==> config.mk <==
export PLATFORM = sky130hd
export DESIGN_NAME = instr_fetch
export DESIGN_NICKNAME = d
export VERILOG_FILES = /design/src/rtl/instr_fetch.sv
export SDC_FILE = /design/constraint.sdc
export NUM_CORES = 1
export LEC_CHECK = 0
export CORE_MARGIN = 2
export CORE_UTILIZATION = 40
export CTS_CLUSTER_SIZE = 30
export DETAILED_ROUTE_END_ITERATION = 10
export PLACE_DENSITY = 0.89
export SYNTH_ARGS = -nofsm -noshare
export SYNTH_HDL_FRONTEND = slang
export SYNTH_SLANG_ARGS = --single-unit
==> constraint.sdc <==
create_clock -name CLK -period 2.1 [get_ports CLK]
set_input_delay 0.315 -clock CLK [delete_from_list [all_inputs] [get_ports CLK]]
set_output_delay 0.315 -clock CLK [all_outputs]
set_load 0.02 [all_outputs]
==> src/rtl/instr_fetch.sv <==
// Instruction-fetch reader: takes the PC, issues a read to instruction
// memory with a ready/wait handshake and latches the returned word into
// the instruction register. It flags misaligned PCs and memory time-outs.
module instr_fetch #(
  parameter int ADDR_W  = 64,
  parameter int INSTR_W = 32,
  parameter int TIMEOUT = 16
) (
  input  logic               CLK,
  input  logic               RST,
  input  logic [ADDR_W-1:0]  pc_in,
  input  logic               fetch_start,
  output logic [ADDR_W-1:0]  mem_addr,
  output logic               mem_rd,
  input  logic               mem_ready,
  input  logic [INSTR_W-1:0] mem_rdata,
  output logic [INSTR_W-1:0] ir_out,
  output logic               ir_valid,
  output logic               busy,
  output logic               fetch_err
);

  // The counter must be able to hold TIMEOUT itself, so the width is
  // ceil(log2(TIMEOUT+1)). TIMEOUT == 1 still needs one bit.
  localparam int CNT_W = (TIMEOUT < 1) ? 1 : $clog2(TIMEOUT + 1);
  localparam logic [CNT_W-1:0] CNT_LAST = CNT_W'(TIMEOUT - 1);

  localparam logic [1:0] IDLE = 2'd0;
  localparam logic [1:0] REQ  = 2'd1;
  localparam logic [1:0] ERR  = 2'd2;

  logic [1:0]       state;
  logic [CNT_W-1:0] wait_cnt;

  // Fetch state machine: launches the read, waits for ready or time-out,
  // and routes misaligned requests straight to the one-cycle error state.
  always_ff @(posedge CLK) begin
    if (RST) begin
      state    <= IDLE;
      mem_addr <= '0;
      mem_rd   <= 1'b0;
      ir_out   <= '0;
      ir_valid <= 1'b0;
      wait_cnt <= '0;
    end else begin
      ir_valid <= 1'b0;
      case (state)
        IDLE: begin
          mem_rd <= 1'b0;
          if (fetch_start) begin
            if (pc_in[1:0] != 2'b00) begin
              state <= ERR;
            end else begin
              mem_addr <= pc_in;
              mem_rd   <= 1'b1;
              wait_cnt <= '0;
              state    <= REQ;
            end
          end
        end
        REQ: begin
          if (mem_ready) begin
            ir_out   <= mem_rdata;
            ir_valid <= 1'b1;
            mem_rd   <= 1'b0;
            state    <= IDLE;
          end else if (wait_cnt == CNT_LAST) begin
            mem_rd <= 1'b0;
            state  <= ERR;
          end else begin
            wait_cnt <= wait_cnt + 1'b1;
          end
        end
        ERR: begin
          mem_rd <= 1'b0;
          state  <= IDLE;
        end
        default: begin
          mem_rd <= 1'b0;
          state  <= IDLE;
        end
      endcase
    end
  end

  // Status flags decoded directly from the state register, so busy and
  // fetch_err follow the state with no extra cycle of delay.
  always_comb begin
    busy      = (state != IDLE);
    fetch_err = (state == ERR);
  end

endmodule

# == Yosys cells after proc, flatten, opt, wreduce, memory -nomap -nowiden ==
# Index checks and enable logic that the tools add are counted.
# word_totals
wordCells,42
output_inout_bits,100
ff_bits,105
in_bits,100
# op_classes
n_reduce_logical,9
eq_ne,8
n_mux,16
n_addsub,1
n_bitwise,2
# op_table
cell,n
two-way mux 5 bit,4
case mux 5 bit (2 select lines),1
two-way mux 2 bit,4
"inequality test 2 bit, second input constant",4
nonzero test 2 bit,3
"adder 5 x 1 -> 5 bit, second input constant",1
"== test 5 x 4 -> 1 bit, second input constant",1
two-way mux 1 bit,5
AND reduction 5 bit,1
case mux 2 bit (2 select lines),1
AND reduction 2 bit,2
"inequality test 3 bit, second input constant",1
AND reduction 3 bit,1
"== test 2 x 1 -> 1 bit, second input constant",1
"== test 2 bit, second input constant",1
logical NOT 2 bit,1
inverter 1 bit,2
case mux 1 bit (2 select lines),1
OR reduction 2 bit,1

# == Longest topological paths before layout ==
# depth
word_depth,4
ltp_mapped,6
depth_no_buf,6

# == Worst setup path before layout ==
# No wires, ideal clock.
# synth_timing
kind,reg2reg
startpoint,register wait_cnt[0]
endpoint,register wait_cnt[1]
path_stages_with_launch,7
n_path_buf,0
setup_slack_ns,0.167
t_required_ns,1.977
synth_period_minus_slack_ns,1.933
setup_time_ns,0.123
t_arrival_ns,1.810
path_cell_list,dfxtp_1 ha_1 and3_1 ha_1 nor4b_1 a21oi_2 mux2i_1
# synth_via
elab_chain_cells,4
elab_cells_between_ends,7
classes_between,1 x add/sub; 2 x eq/ne; 3 x mux; 1 x reduce/logical
# synth_lines
element,line_no,rtl
"start, declared",33,logic [CNT_W-1:0] wait_cnt;
"start signal, assigned",71,wait_cnt <= wait_cnt + 1'b1;
adder 5 x 1 -> 5 bit,71,
two-way mux 5 bit,67,end else if (wait_cnt == CNT_LAST) begin
two-way mux 5 bit,62,if (mem_ready) begin
case mux 5 bit (2 select lines),47,case (state)
# Parallel ways exist; a longest one is shown, timed or not. The select of a mux whose other input is x is not followed.
# A chain may end at the register's enable or synchronous reset.

# == Worst setup path in the final report ==
# layout_timing
startpoint,register wait_cnt[0]
endpoint,register wait_cnt[2]
# The elaborated chain is that of the path after synthesis.

==> metrics.yaml <==
timing:
  hold_viol: 0
  rsz0062_at_grt: "no"
  slew_headroom_pct: 61.1
  setup-tns-final_ps: 0
  setup_violations: 0
  skew_ps: 11.9
  fin_hold_ws_ps: 276
  slew_viol_final: 0
  max_freq_ghz: 0.500
  setup_ws_ps: 101
  post-route-min-period_ps: 2000
  period_share_pct: 95.2
  worstMarginPinSlew_ps: 583
worst_setup_path:
  crit_end: "wait_cnt[2]"
  crit_path_start: "wait_cnt[0]"
  path_delay_family: "simple AND/OR/NAND/NOR gates"
  crit-reg2reg-launch: "wait_cnt[0]"
  timing_worst_setup_path_type: "flip-flop to flip-flop"
  crit_buf_inv: 0
  cp_slowest_cell: "or4b_2"
  worstPathArrival_ps: 2240
  cp_data_required_time_ps: 2340
  r2r_cells: 6
  path_depth: 6
  cp_cell_sequence: "ha_1 -> and3_1 -> ha_1 -> or4b_2 -> o2111ai_1 -> nand3_1"
  rrSetupSlack_ps: 100
  cp-end-kind: "flip-flop"
  crit_top_cell: "ha_1"
  crit_path_start_kind: "flip-flop"
  max_stage_delay_ps: 700
  reg2reg_to: "wait_cnt[2]"
  crit_fanout: 4
floorplan:
  initial_utilization_pct: 41.1
  num_rows: 36
  die_w_um: 104
  die-area_sq_um: 10900
  fp.dieH_um: 104
  placeableCoreArea_sq_um: 9770
  ioPinCount: 200
logic_synthesis:
  postSynthCellCount: 479
  ys_ff_latch: 105
  ys_seq_area_share_pct: 52.4
  yosys-top-cells-area: "dfxtp_1, a21oi_1, nand3_1, o21ai_0, nand2_1"
  yosysTopAreaCell: "dfxtp_1"
  synthDistinctLibCells: 32
  yosysTopAreaCellShare_pct: 52.4
  syn_avg_cell_area_sq_um: 8.38
  syn_area_sq_um: 4010
  syn_nets: 581
  ys_warn_count: 0
cells_and_area:
  utilization_pct: 63.6
  antennaDiodeCount: 0
  drive_gt1_share_pct: 5.15
  fillers: 857
  layout.nets: 757
  area_growth_pct: 54.9
cts:
  path_clk_slew_ps: 100
  clockBufferDepth: 2
  numCtsBuffers: 9
  clkSinkCount: 105
  post_cts.resized_instances: 0
  post_cts_buffers: 0
  insertion_delay_ps: 350
  htreeDepth: 3
  cts_tree: "built"
  clockRootBuffer: "clkbuf_8"
  cts_hold_buf: 0
global_route:
  grt_pass1_wl_um: 19200
  gr-total-overflow: 0
  grtUsageTotal_pct: 21.2
  grt_pass1_vias: 4016
  grt_antenna_before_repair: 0
  grt_max_degree: 67
outcome:
  outcome: "completed"
pwr:
  p_per_area_nw_per_um2: 618
  power.leakage_nw: 2.08
  ir_drop_v: 0.000390
drt:
  drt-wirelength-per-cell_um: 15.1
  drt_iter0_markers: 139
  vias_per_cell: 5.25
  routed-via-count: 4167
  wl_um: 12000
  ant_nets: 0
  dr.pass1.iters: 4
  drc: 0
worst_hold_path:
  hold_path_class: "input pin to flip-flop"
job:
  cap_violations: 0
place:
  dp.final_hpwl_um: 8400
  dp_slack_ps: 23.7
  io_buffers: 199
  gp_congestion: 0.803
## through the flow
step,cells,total power [mW],cell area [sq um]
final,793,3.84,6220
after global routing,793,4.01,6220
after CTS,793,3.89,6220
after detailed placement,777,2.68,6030
after global placement,777,2.67,6030
after floorplan,479,2.36,4010
## layer usage
| metal | GRT usage (%) | vias up | share of wire, % |
|---|---|---|---|
| li1 | - | 2016 | - |
| met1 | 24.0 | 1972 | 41 |
| met2 | 38.0 | 155 | 50 |
| met3 | 5.64 | 24 | 6.8 |
| met4 | 7.92 | 0 | 2.1 |
| met5 | 0 | - | 0 |
## final cells by class
cell class	count	area, sq um	area share, %
sequential	105	2100	33.8
tap	133	166	2.68
timing repair buffer	212	2110	33.9
inverter	3	11.3	0.181
clock buffer	12	135	2.17
multi-input combinational	324	1640	26.4
clock inverter	4	53.8	0.865
## cell usage in the layout, fill, tap and decap left out, drive strengths merged, types with 3 or more instances in the layout
master         netlist  layout
a21oi               95      95
buf                 16      15
clkbuf              31      12
clkdlybuf4s50        0     197
dfxtp              105     105
nand2               69      69
nand3               64      64
nand4b               3       3
nor2                 4       4
nor3b                3       3
o2111ai              3       3
o21ai               64      64
## worst min path at each step
stage	start	end	cells past startpoint
3_5_place_dp	ir_out[27]	ir_out[27]	2
6_report	RST	mem_addr[24]	2
5_1_grt	RST	mem_addr[22]	2
2_1_floorplan	wait_cnt[4]	wait_cnt[4]	2
3_3_place_gp	ir_out[30]	ir_out[30]	2
4_1_cts	RST	mem_addr[29]	2
## power breakdown
part           switching, mW  internal, mW  leakage (nW)
clock network          0.651         0.556        0.0868
registers             0.0283          2.04         0.850
logic                  0.268         0.302          1.14
## cell families after synthesis
group,share of synthesized area [%]
compound gates,21.0
fa+ha+maj,0.623
buf+inv,6.73
flops,52.4
mux,0.499
simple gates,18.8
## Yosys cell counts
library cell  number
ha_1               2
clkbuf_2           3
clkbuf_1          28
nor2b_1            1
buf_2              6
inv_1              3
nand2_1           69
o21ai_1            1
a21oi_1           94
or4_4              1
nand3_1           64
buf_6              9
or2_2              1
o2111ai_1          3
o21ai_0           63
nor4_4             1
nor3_1             1
and3_1             2
dfxtp_1          105
nor2_1             4
a21oi_2            1
nor3b_1            3
nand3b_1           2
and3b_1            1
mux2i_1            2
or4b_2             1
buf_4              1
a22oi_1            1
nand2b_1           1
nand4b_1           3
o22a_1             1
nor4b_1            1
## sequential cells by signal, indices dropped and copies added (netlist names)
signal    flops
ir_out       32
ir_valid      1
wait_cnt      5
mem_rd        1
mem_addr     64
state         2
## worst register-to-register path, stage by stage, from the launching register on
cell	delay, ps
dfxtp_1	340
ha_1	230
and3_1	190
ha_1	200
or4b_2	700
o2111ai_1	140
nand3_1	90
Power figures use the tool's default switching activity.
